--- src/rtl/mem_stage.sv ---
`default_nettype none
// mem_stage: memory-access pipeline stage with req/ack data memory, wait states and access timeout.
// Optional macro MEM_STAGE_ALIGN_CHECK_EN rejects misaligned loads/stores with mem_err instead of issuing them.
module mem_stage #(
  parameter int TIMEOUT_CYCLES = 16
) (
  input  logic        clk,
  input  logic        rst_n,
  input  logic        ex_valid,
  input  logic [31:0] ex_result,
  input  logic [31:0] ex_store_data,
  input  logic        ex_mem_rd,
  input  logic        ex_mem_wr,
  input  logic        ex_wb_en,
  input  logic [4:0]  ex_wb_reg,
  output logic        stall,
  output logic        dmem_req,
  output logic        dmem_we,
  output logic [31:0] dmem_addr,
  output logic [31:0] dmem_wdata,
  input  logic [31:0] dmem_rdata,
  input  logic        dmem_ack,
  output logic        wb_valid,
  output logic        wb_en,
  output logic [4:0]  wb_reg,
  output logic [31:0] wb_data,
  output logic        mem_err
);

  typedef enum logic [0:0] {
    S_IDLE   = 1'b0,
    S_ACCESS = 1'b1
  } state_t;

  // r_cnt holds the number of request cycles already completed, so the
  // last permitted cycle is the one where it equals TIMEOUT_CYCLES-1.
  localparam logic [7:0] c_TMO_LAST = 8'(TIMEOUT_CYCLES - 1);

  state_t      r_state;
  state_t      w_state_next;
  logic [7:0]  r_cnt;
  logic        r_we;
  logic [31:0] r_addr;
  logic [31:0] r_wdata;
  logic        r_cap_en;
  logic [4:0]  r_cap_reg;
  logic        r_wb_valid;
  logic        r_wb_en;
  logic [4:0]  r_wb_reg;
  logic [31:0] r_wb_data;
  logic        r_mem_err;

  logic w_mem_op;
  logic w_misalign;
  logic w_issue;
  logic w_pass;
  logic w_done;
  logic w_timeout;
  logic w_align_err;

  assign w_mem_op = ex_mem_rd | ex_mem_wr;

`ifdef MEM_STAGE_ALIGN_CHECK_EN
  assign w_misalign = (ex_result[1:0] != 2'b00);
`else
  logic w_unused_lo;
  assign w_misalign  = 1'b0;
  assign w_unused_lo = ^ex_result[1:0];
`endif

  always_comb begin
    w_state_next = r_state;
    w_issue      = 1'b0;
    w_pass       = 1'b0;
    w_done       = 1'b0;
    w_timeout    = 1'b0;
    w_align_err  = 1'b0;
    case (r_state)
      S_IDLE: begin
        if (ex_valid) begin
          if (!w_mem_op) begin
            w_pass = 1'b1;
          end else if (w_misalign) begin
            w_align_err = 1'b1;
          end else begin
            w_issue      = 1'b1;
            w_state_next = S_ACCESS;
          end
        end
      end
      S_ACCESS: begin
        // An ack on the final permitted cycle takes precedence over timeout.
        if (dmem_ack) begin
          w_done       = 1'b1;
          w_state_next = S_IDLE;
        end else if (r_cnt == c_TMO_LAST) begin
          w_timeout    = 1'b1;
          w_state_next = S_IDLE;
        end
      end
      default: w_state_next = S_IDLE;
    endcase
  end

  always_ff @(posedge clk or negedge rst_n) begin
    if (!rst_n) begin
      r_state <= S_IDLE;
    end else begin
      r_state <= w_state_next;
    end
  end

  always_ff @(posedge clk or negedge rst_n) begin
    if (!rst_n) begin
      r_cnt      <= 8'd0;
      r_we       <= 1'b0;
      r_addr     <= 32'd0;
      r_wdata    <= 32'd0;
      r_cap_en   <= 1'b0;
      r_cap_reg  <= 5'd0;
      r_wb_valid <= 1'b0;
      r_wb_en    <= 1'b0;
      r_wb_reg   <= 5'd0;
      r_wb_data  <= 32'd0;
      r_mem_err  <= 1'b0;
    end else begin
      if (w_issue) begin
        r_cnt     <= 8'd0;
        r_we      <= ex_mem_wr;
        r_addr    <= {ex_result[31:2], 2'b00};
        r_wdata   <= ex_store_data;
        r_cap_en  <= ex_wb_en;
        r_cap_reg <= ex_wb_reg;
      end else if (r_state == S_ACCESS) begin
        r_cnt <= r_cnt + 8'd1;
      end

      r_wb_valid <= w_pass | w_done;
      r_mem_err  <= w_timeout | w_align_err;

      if (w_pass) begin
        r_wb_en   <= ex_wb_en;
        r_wb_reg  <= ex_wb_reg;
        r_wb_data <= ex_result;
      end else if (w_done) begin
        r_wb_reg <= r_cap_reg;
        if (r_we) begin
          r_wb_en   <= 1'b0;
          r_wb_data <= 32'd0;
        end else begin
          r_wb_en   <= r_cap_en;
          r_wb_data <= dmem_rdata;
        end
      end
    end
  end

  assign stall      = (r_state == S_ACCESS);
  assign dmem_req   = (r_state == S_ACCESS);
  assign dmem_we    = r_we;
  assign dmem_addr  = r_addr;
  assign dmem_wdata = r_wdata;
  assign wb_valid   = r_wb_valid;
  assign wb_en      = r_wb_en;
  assign wb_reg     = r_wb_reg;
  assign wb_data    = r_wb_data;
  assign mem_err    = r_mem_err;

endmodule
`default_nettype wire

--- config.mk ---
export PLATFORM = sky130hd
export DESIGN_NAME = mem_stage
export DESIGN_NICKNAME = d
export VERILOG_FILES = /design/src/rtl/mem_stage.sv
export SDC_FILE = /design/constraint.sdc
export NUM_CORES = 1
export LEC_CHECK = 0
export ABC_AREA = 1
export CORE_UTILIZATION = 48
export CTS_BUF_LIST = sky130_fd_sc_hd__clkbuf_8
export DETAILED_ROUTE_END_ITERATION = 12
export MAX_ROUTING_LAYER = met4
export PLACE_DENSITY = 0.95
export SLEW_MARGIN = 10
export SYNTH_ARGS = -nofsm -noshare
export SYNTH_HDL_FRONTEND = slang
export SYNTH_SLANG_ARGS = --single-unit
--- constraint.sdc ---
create_clock -name clk -period 2.29 [get_ports clk]
set_input_delay 0.458 -clock clk [delete_from_list [all_inputs] [get_ports clk]]
set_output_delay 0.458 -clock clk [all_outputs]
set_load 0.05 [all_outputs]
==> metrics, run 1 <==
status finished, final reports clean; gr ovfl total 0; Synth Flop Type dfrtp_1; Die Y 106 um; layout cells sized above 1 0.0602; drt first-iter violations 530; # hold bufs at CTS 1; post-synthesis mux area share 0; relative slew slack 0.496; Worst R2R End dmem_wdata[14]; row count 37; max-slew violations 0; clock root cell clkbuf_8; Syn-to-layout area delta 51.4%; critical path launch point type flip-flop; Core ar. 0.0104 mm2; Final Skew 0.00912 ns; Sink Count 118; largest family of logic cells by synthesized area simple AND/OR/NAND/NOR gates; critical path fanouts, max 2; CP max stage delay 0.82 ns; Initial Util 0.501; simple-gate area share of the yosys netlist 0.296; Final ANT Viol Nets 0; crit share post-route 0.911; WP buf/inv 1; nature of the critical path endpoint output port; initial antenna violation count 0; sequential area share after synthesis 0.566; Worst Setup EP dmem_wdata[14]; Setup TNS Final 0 ns; Num CTS Buffers 17; Layout Nets 961; largest net degree at the start of global routing 57; DIE AREA 0.0113 mm2; CTS H-tree depth 4; placed insts 968; DRT Pass-1 Iters 7; Synth async-reset ratio 1.00; yosys warns 0; worst-case clock buffer depth 2; HPWL Detailed 10600 um; post-DR vias/cell 4.97; Crit path max-delay family buffers and inverters; Yosys cell types 21; Seq cells post-synth 118; Synth Area in Compound Gates 0.0393; Post-Synthesis Cells 643; Worst path depth 1; adder-cell share of the synthesized area 0.00240; Commonest cells post-synth nand2_1 (201), dfrtp_1 (118), inv_1 (73), nor2_1 (73), nand3_1 (57); hold crit path type reg -> reg; r2r worst-path depth 7; CTS tree yes; Antenna Diode Count 0; Reg clk slew, reported paths 0.07 ns; top-area cell type share of the netlist area 0.566; cell area after synthesis 0.00522 mm2; Fin Hold WS 0.483 ns; post-synthesis xor/xnor area fraction 0; Worst Setup SP dmem_wdata[14]; Syn Area/Cell 8.12 um2; Max Cap Viol 0; Post-DP Area 0.00751 mm2; first-pass GRT wire length 23300 um; RSZ-0062 raised after global routing false; slowest stage cell, crit path clkdlybuf4s50_1; Buffers on Ports 212; vias in the first global route 4950; actual slew at the worst max-slew pin 0.757 ns; top cells by area, synth dfrtp_1 (57%), nand2_1 (14%), nand3_1 (5.5%); Final Setup Violations 0; IO Count 215; Critical Path RT 1.83 ns; Clock Latency Late Sink 0.40 ns; Tmin final 2.09 ns; Lkg Pwr 3.95 nW; Post-CTS Resized 0; fin util 0.758; chip width 106 um; # fillers 722; crit path DAT 1.63 ns; # Post-CTS Setup Buffers 0; Routed WL per cell 14.6 um; PD cells 1060 mW/mm2; kind of critical path reg -> out; Critical Path, Cell by Cell clkdlybuf4s50_1; footprint of the multi-input gates 0.00178 mm2; vias 4966; worst vdd ir 570 uV; post-route insts no fill 1000; post-route cell area 0.00790 mm2; Hold Vio Cnt, Final 0; total global-route track usage 0.273; Fmax 479 MHz; Placer Congestion 0.855; worst r2r src dmem_req; R2R Setup Slk 0.78 ns; most instantiated library cell after synthesis nand2_1; Post-synth EDFFs 0; Seq. cell area 0.00295 mm2; top cell type by total area after synthesis dfrtp_1; DRC 0; final WL 14600 um
cell type report:
cell class              count  area share
multi-input cells         415       0.225
clock buffers              18      0.0314
repair buffers            226       0.296
flip-flops and latches    118       0.374
clock inverters            13      0.0169
inverters                  74      0.0352
well taps                 136      0.0215
stage by stage:
step	setup WS, ns	total power (W)
2_1_floorplan	0.753	0.00513
3_3_place_gp	0.487	0.00648
3_5_place_dp	0.425	0.00657
4_1_cts	0.193	0.00841
5_1_grt	0.160	0.00876
6_report	0.203	0.00836
tightest hold or removal path, cell delays in order, from the launching register on:
cell and delay [ns]:
dfrtp_1 0.34, nand2_1 0.05, nand2_1 0.06
power by group:
group          total [W]  leakage [nW]  internal [W]  switching (W)
combinational    0.00363          2.27       0.00123        0.00240
clock            0.00182         0.196      0.000986       0.000833
sequential       0.00291          1.48       0.00258       0.000331
total            0.00836          3.95       0.00479        0.00356
cells in the final DEF (no fill, tap or decap), types with 3 or more instances in the layout:
cell type,count
clkdlybuf4s50_1,210
nor3_1,32
a21oi_1,4
inv_1,74
nor2_1,72
o21ai_0,37
buf_12,9
dfrtp_1,118
clkbuf_8,18
nand3_1,57
clkinv_2,4
nand2_1,201
buf_4,6
clkinv_4,3
cell families (layout without fill, tap and decap cells):
family,Yosys count,after routing
AND/OR/NAND/NOR,371,371
other,1,2
flip-flops,118,118
buffers and inverters,111,331
adder cells (fa/ha/maj),1,1
AO/OA/AOI/OAI,41,41
per-layer routing:
| layer | vias to the layer above | GRT usage | wire length, um |
|---|---|---|---|
| li1 | 2389 | - | - |
| met1 | 2319 | 0.320 | 5900 |
| met2 | 231 | 0.465 | 7350 |
| met3 | 27 | 0.0601 | 1020 |
| met4 | 0 | 0.0942 | 327 |
| met5 | - | - | 0 |
worst min path at each step:
stage	depth (start not counted)	startpoint	slack, ns	end
detailed placement	1	rst_n	0.41	dmem_addr[5]
global placement	1	rst_n	0.41	dmem_addr[5]
CTS	2	dmem_wdata[30]	0.48	dmem_wdata[30]
finish	2	dmem_wdata[7]	0.48	dmem_wdata[7]
floorplan	0	rst_n	0.16	dmem_addr[10]
global route	2	dmem_wdata[6]	0.51	dmem_wdata[6]
No activity file was read; power rests on OpenSTA's default activity.
==> run 2: changes to the inputs <==
Settings changed: CORE_UTILIZATION 48 to 47, CTS_BUF_LIST sky130_fd_sc_hd__clkbuf_8 to sky130_fd_sc_hd__clkbuf_8 sky130_fd_sc_hd__clkbuf_16, CTS_CLUSTER_SIZE set to 20.
==> metrics, run 2 (synthesized netlist as in run 1, its figures left out) <==
Lkg Pwr 4.00 nW (+1.3%); post-DR vias/cell 4.83 (-2.8%); Antenna Diode Count 0 (unchanged); layout cells sized above 1 0.0625 (+0.00231); Crit path max-delay family buffers and inverters; Max Cap Viol 0 (unchanged); Buffers on Ports 212 (unchanged); # hold bufs at CTS 0 (-1); GRT met1 Usage 0.308 (-0.0121); Final Skew 0.00840 ns (-0.000720 ns); P_int 0.00518 W (+8.0%); Num CTS Buffers 17 (unchanged); vias 4848 (-2.4%); pre-CTS setup slack 0.302 ns (-0.123 ns); critical path launch point type flip-flop; chip width 107 um (+1.0%); RSZ-0062 raised after global routing false; Clock Latency Late Sink 0.49 ns (+0.09 ns); WP buf/inv 1 (unchanged); post-route insts no fill 1004 (+0.40%); Worst R2R End wb_data[1]; initial antenna violation count 0 (unchanged); Fin Hold WS 0.0535 ns (-0.430 ns); slowest stage cell, crit path clkdlybuf4s50_1; Initial Util 0.481 (-0.0196); Final ANT Viol Nets 0 (unchanged); worst vdd ir 633 uV (+11%); sequential share of power 0.322 (-0.026); clock root cell clkbuf_8; DRC 0 (unchanged); relative slew slack 0.583 (+0.0878); total global-route track usage 0.261 (-0.0126); DIE AREA 0.0115 mm2 (+2.1%); worst-case clock buffer depth 2 (unchanged); PD cells 1120 mW/mm2 (+5.5%); Die Y 107 um (+1.0%); Net Switching 0.00377 W (+5.9%); Routed WL per cell 14.0 um (-4.4%); Critical Path, Cell by Cell clkdlybuf4s50_1; CTS tree yes; crit share post-route 0.947 (+0.0363); Final Setup Violations 0 (unchanged); vias in the first global route 4811 (-2.8%); kind of critical path reg -> out; power share of the clock group 0.273 (+0.055); CP max stage delay 0.85 ns (+0.03 ns); worst r2r src dmem_req; r2r worst-path depth 6 (-1); status finished, final reports clean; row count 38 (+2.7%); Tmin final 2.17 ns (+0.0831 ns); Core ar. 0.0108 mm2 (+4.1%); Worst path depth 1 (unchanged); met3 Use GR 0.0569 (-0.00319); # Post-CTS Setup Buffers 0 (unchanged); R2R Setup Slk 0.71 ns (-0.07 ns); sw frac 0.422 (-0.00487); post-route setup slack 0.120 ns (-0.0831 ns); placed insts 972 (+0.41%); Worst Setup SP wb_reg[4]; crit path DAT 1.71 ns (+0.08 ns); commonest cells after routing, fill and taps aside clkdlybuf4s50_1 (210), nand2_1 (201), dfrtp_1 (118); critical path fanouts, max 2 (unchanged); max-slew violations 0 (unchanged); CTS H-tree depth 4 (unchanged); nature of the critical path endpoint output port; Power Total 0.00895 W (+7.1%); gr busiest metal met2; hold crit path type in -> async; Reg clk slew, reported paths 0.06 ns (about the same); drt first-iter violations 381 (-28%); DRT Pass-1 Iters 4 (-3); final WL 14000 um (-4.0%); IO Count 215 (unchanged); combinational share of power 0.405 (-0.029); Global Route met2 Usage 0.441 (-0.0242); Syn-to-layout area delta 53.7%; Hold Vio Cnt, Final 0 (unchanged); Fmax 461 MHz (-3.8%); commonest non-fill, non-tap cell in the layout clkdlybuf4s50_1; HPWL Detailed 9790 um (-7.7%); actual slew at the worst max-slew pin 0.625 ns (-0.132 ns); Placer Congestion 0.882 (+3.1%); first-pass GRT wire length 22700 um (-2.3%); largest net degree at the start of global routing 119 (+110%); gr ovfl total 0 (unchanged); Critical Path RT 1.83 ns (about the same); Layout Nets 960 (-0.10%); Sink Count 118 (unchanged); Post-CTS Resized 0 (unchanged); Setup TNS Final 0 ns (unchanged)
## run 2: changes by cell type in the layout (fill, tap and decap cells not counted), sizes merged
cell	delta
bufinv	-2
clkinv	-4
clkbuf	-1
inv	+8
dlygate4sd3	-1
## run 2: stage by stage
stage | utilization | instance area (um2)
after CTS | 0.740 | 8020
final | 0.740 | 8020
after global placement | 0.690 | 7470
after global routing | 0.740 | 8020
after detailed placement | 0.690 | 7470
after floorplan | - | 5220
## run 2: layout make-up
type	count	area, um2
well taps	140	175
clock inverters	15	133
flip-flops and latches	118	2950
multi-input cells	415	1780
repair buffers	225	2290
fillers	776	2820
clock buffers	17	414
inverters	74	278
## run 2: power by group through the flow
stage / combinational [W] / sequential [W] / clock, W
2_1_floorplan: 0.000687 / 0.00445 / 0
3_3_place_gp: 0.00356 / 0.00290 / 0
3_5_place_dp: 0.00363 / 0.00291 / 0
4_1_cts: 0.00364 / 0.00288 / 0.00249
5_1_grt: 0.00383 / 0.00294 / 0.00259
6_report: 0.00363 / 0.00288 / 0.00244
## run 2: metal layers
layer	vias to the layer above	share of wire
li1	2397	-
met2	170	0.50
met5	-	0
met1	2259	0.42
met3	22	0.062
met4	0	0.019
## run 2: worst max-delay path by stage
stage	endpoint	slack, ns
floorplan	dmem_wdata[17]	0.75
global placement	r_cnt[5]	0.39
detailed placement	dmem_addr[19]	0.30
global route	wb_reg[2]	0.06
finish	wb_reg[4]	0.12
CTS	wb_reg[4]	0.10
==> run 3: changes to the inputs <==
Settings changed: GPL_ROUTABILITY_DRIVEN set to 0.
==> results of run 3 <==
Final layout, timing and power as in run 2 (identical DEF).
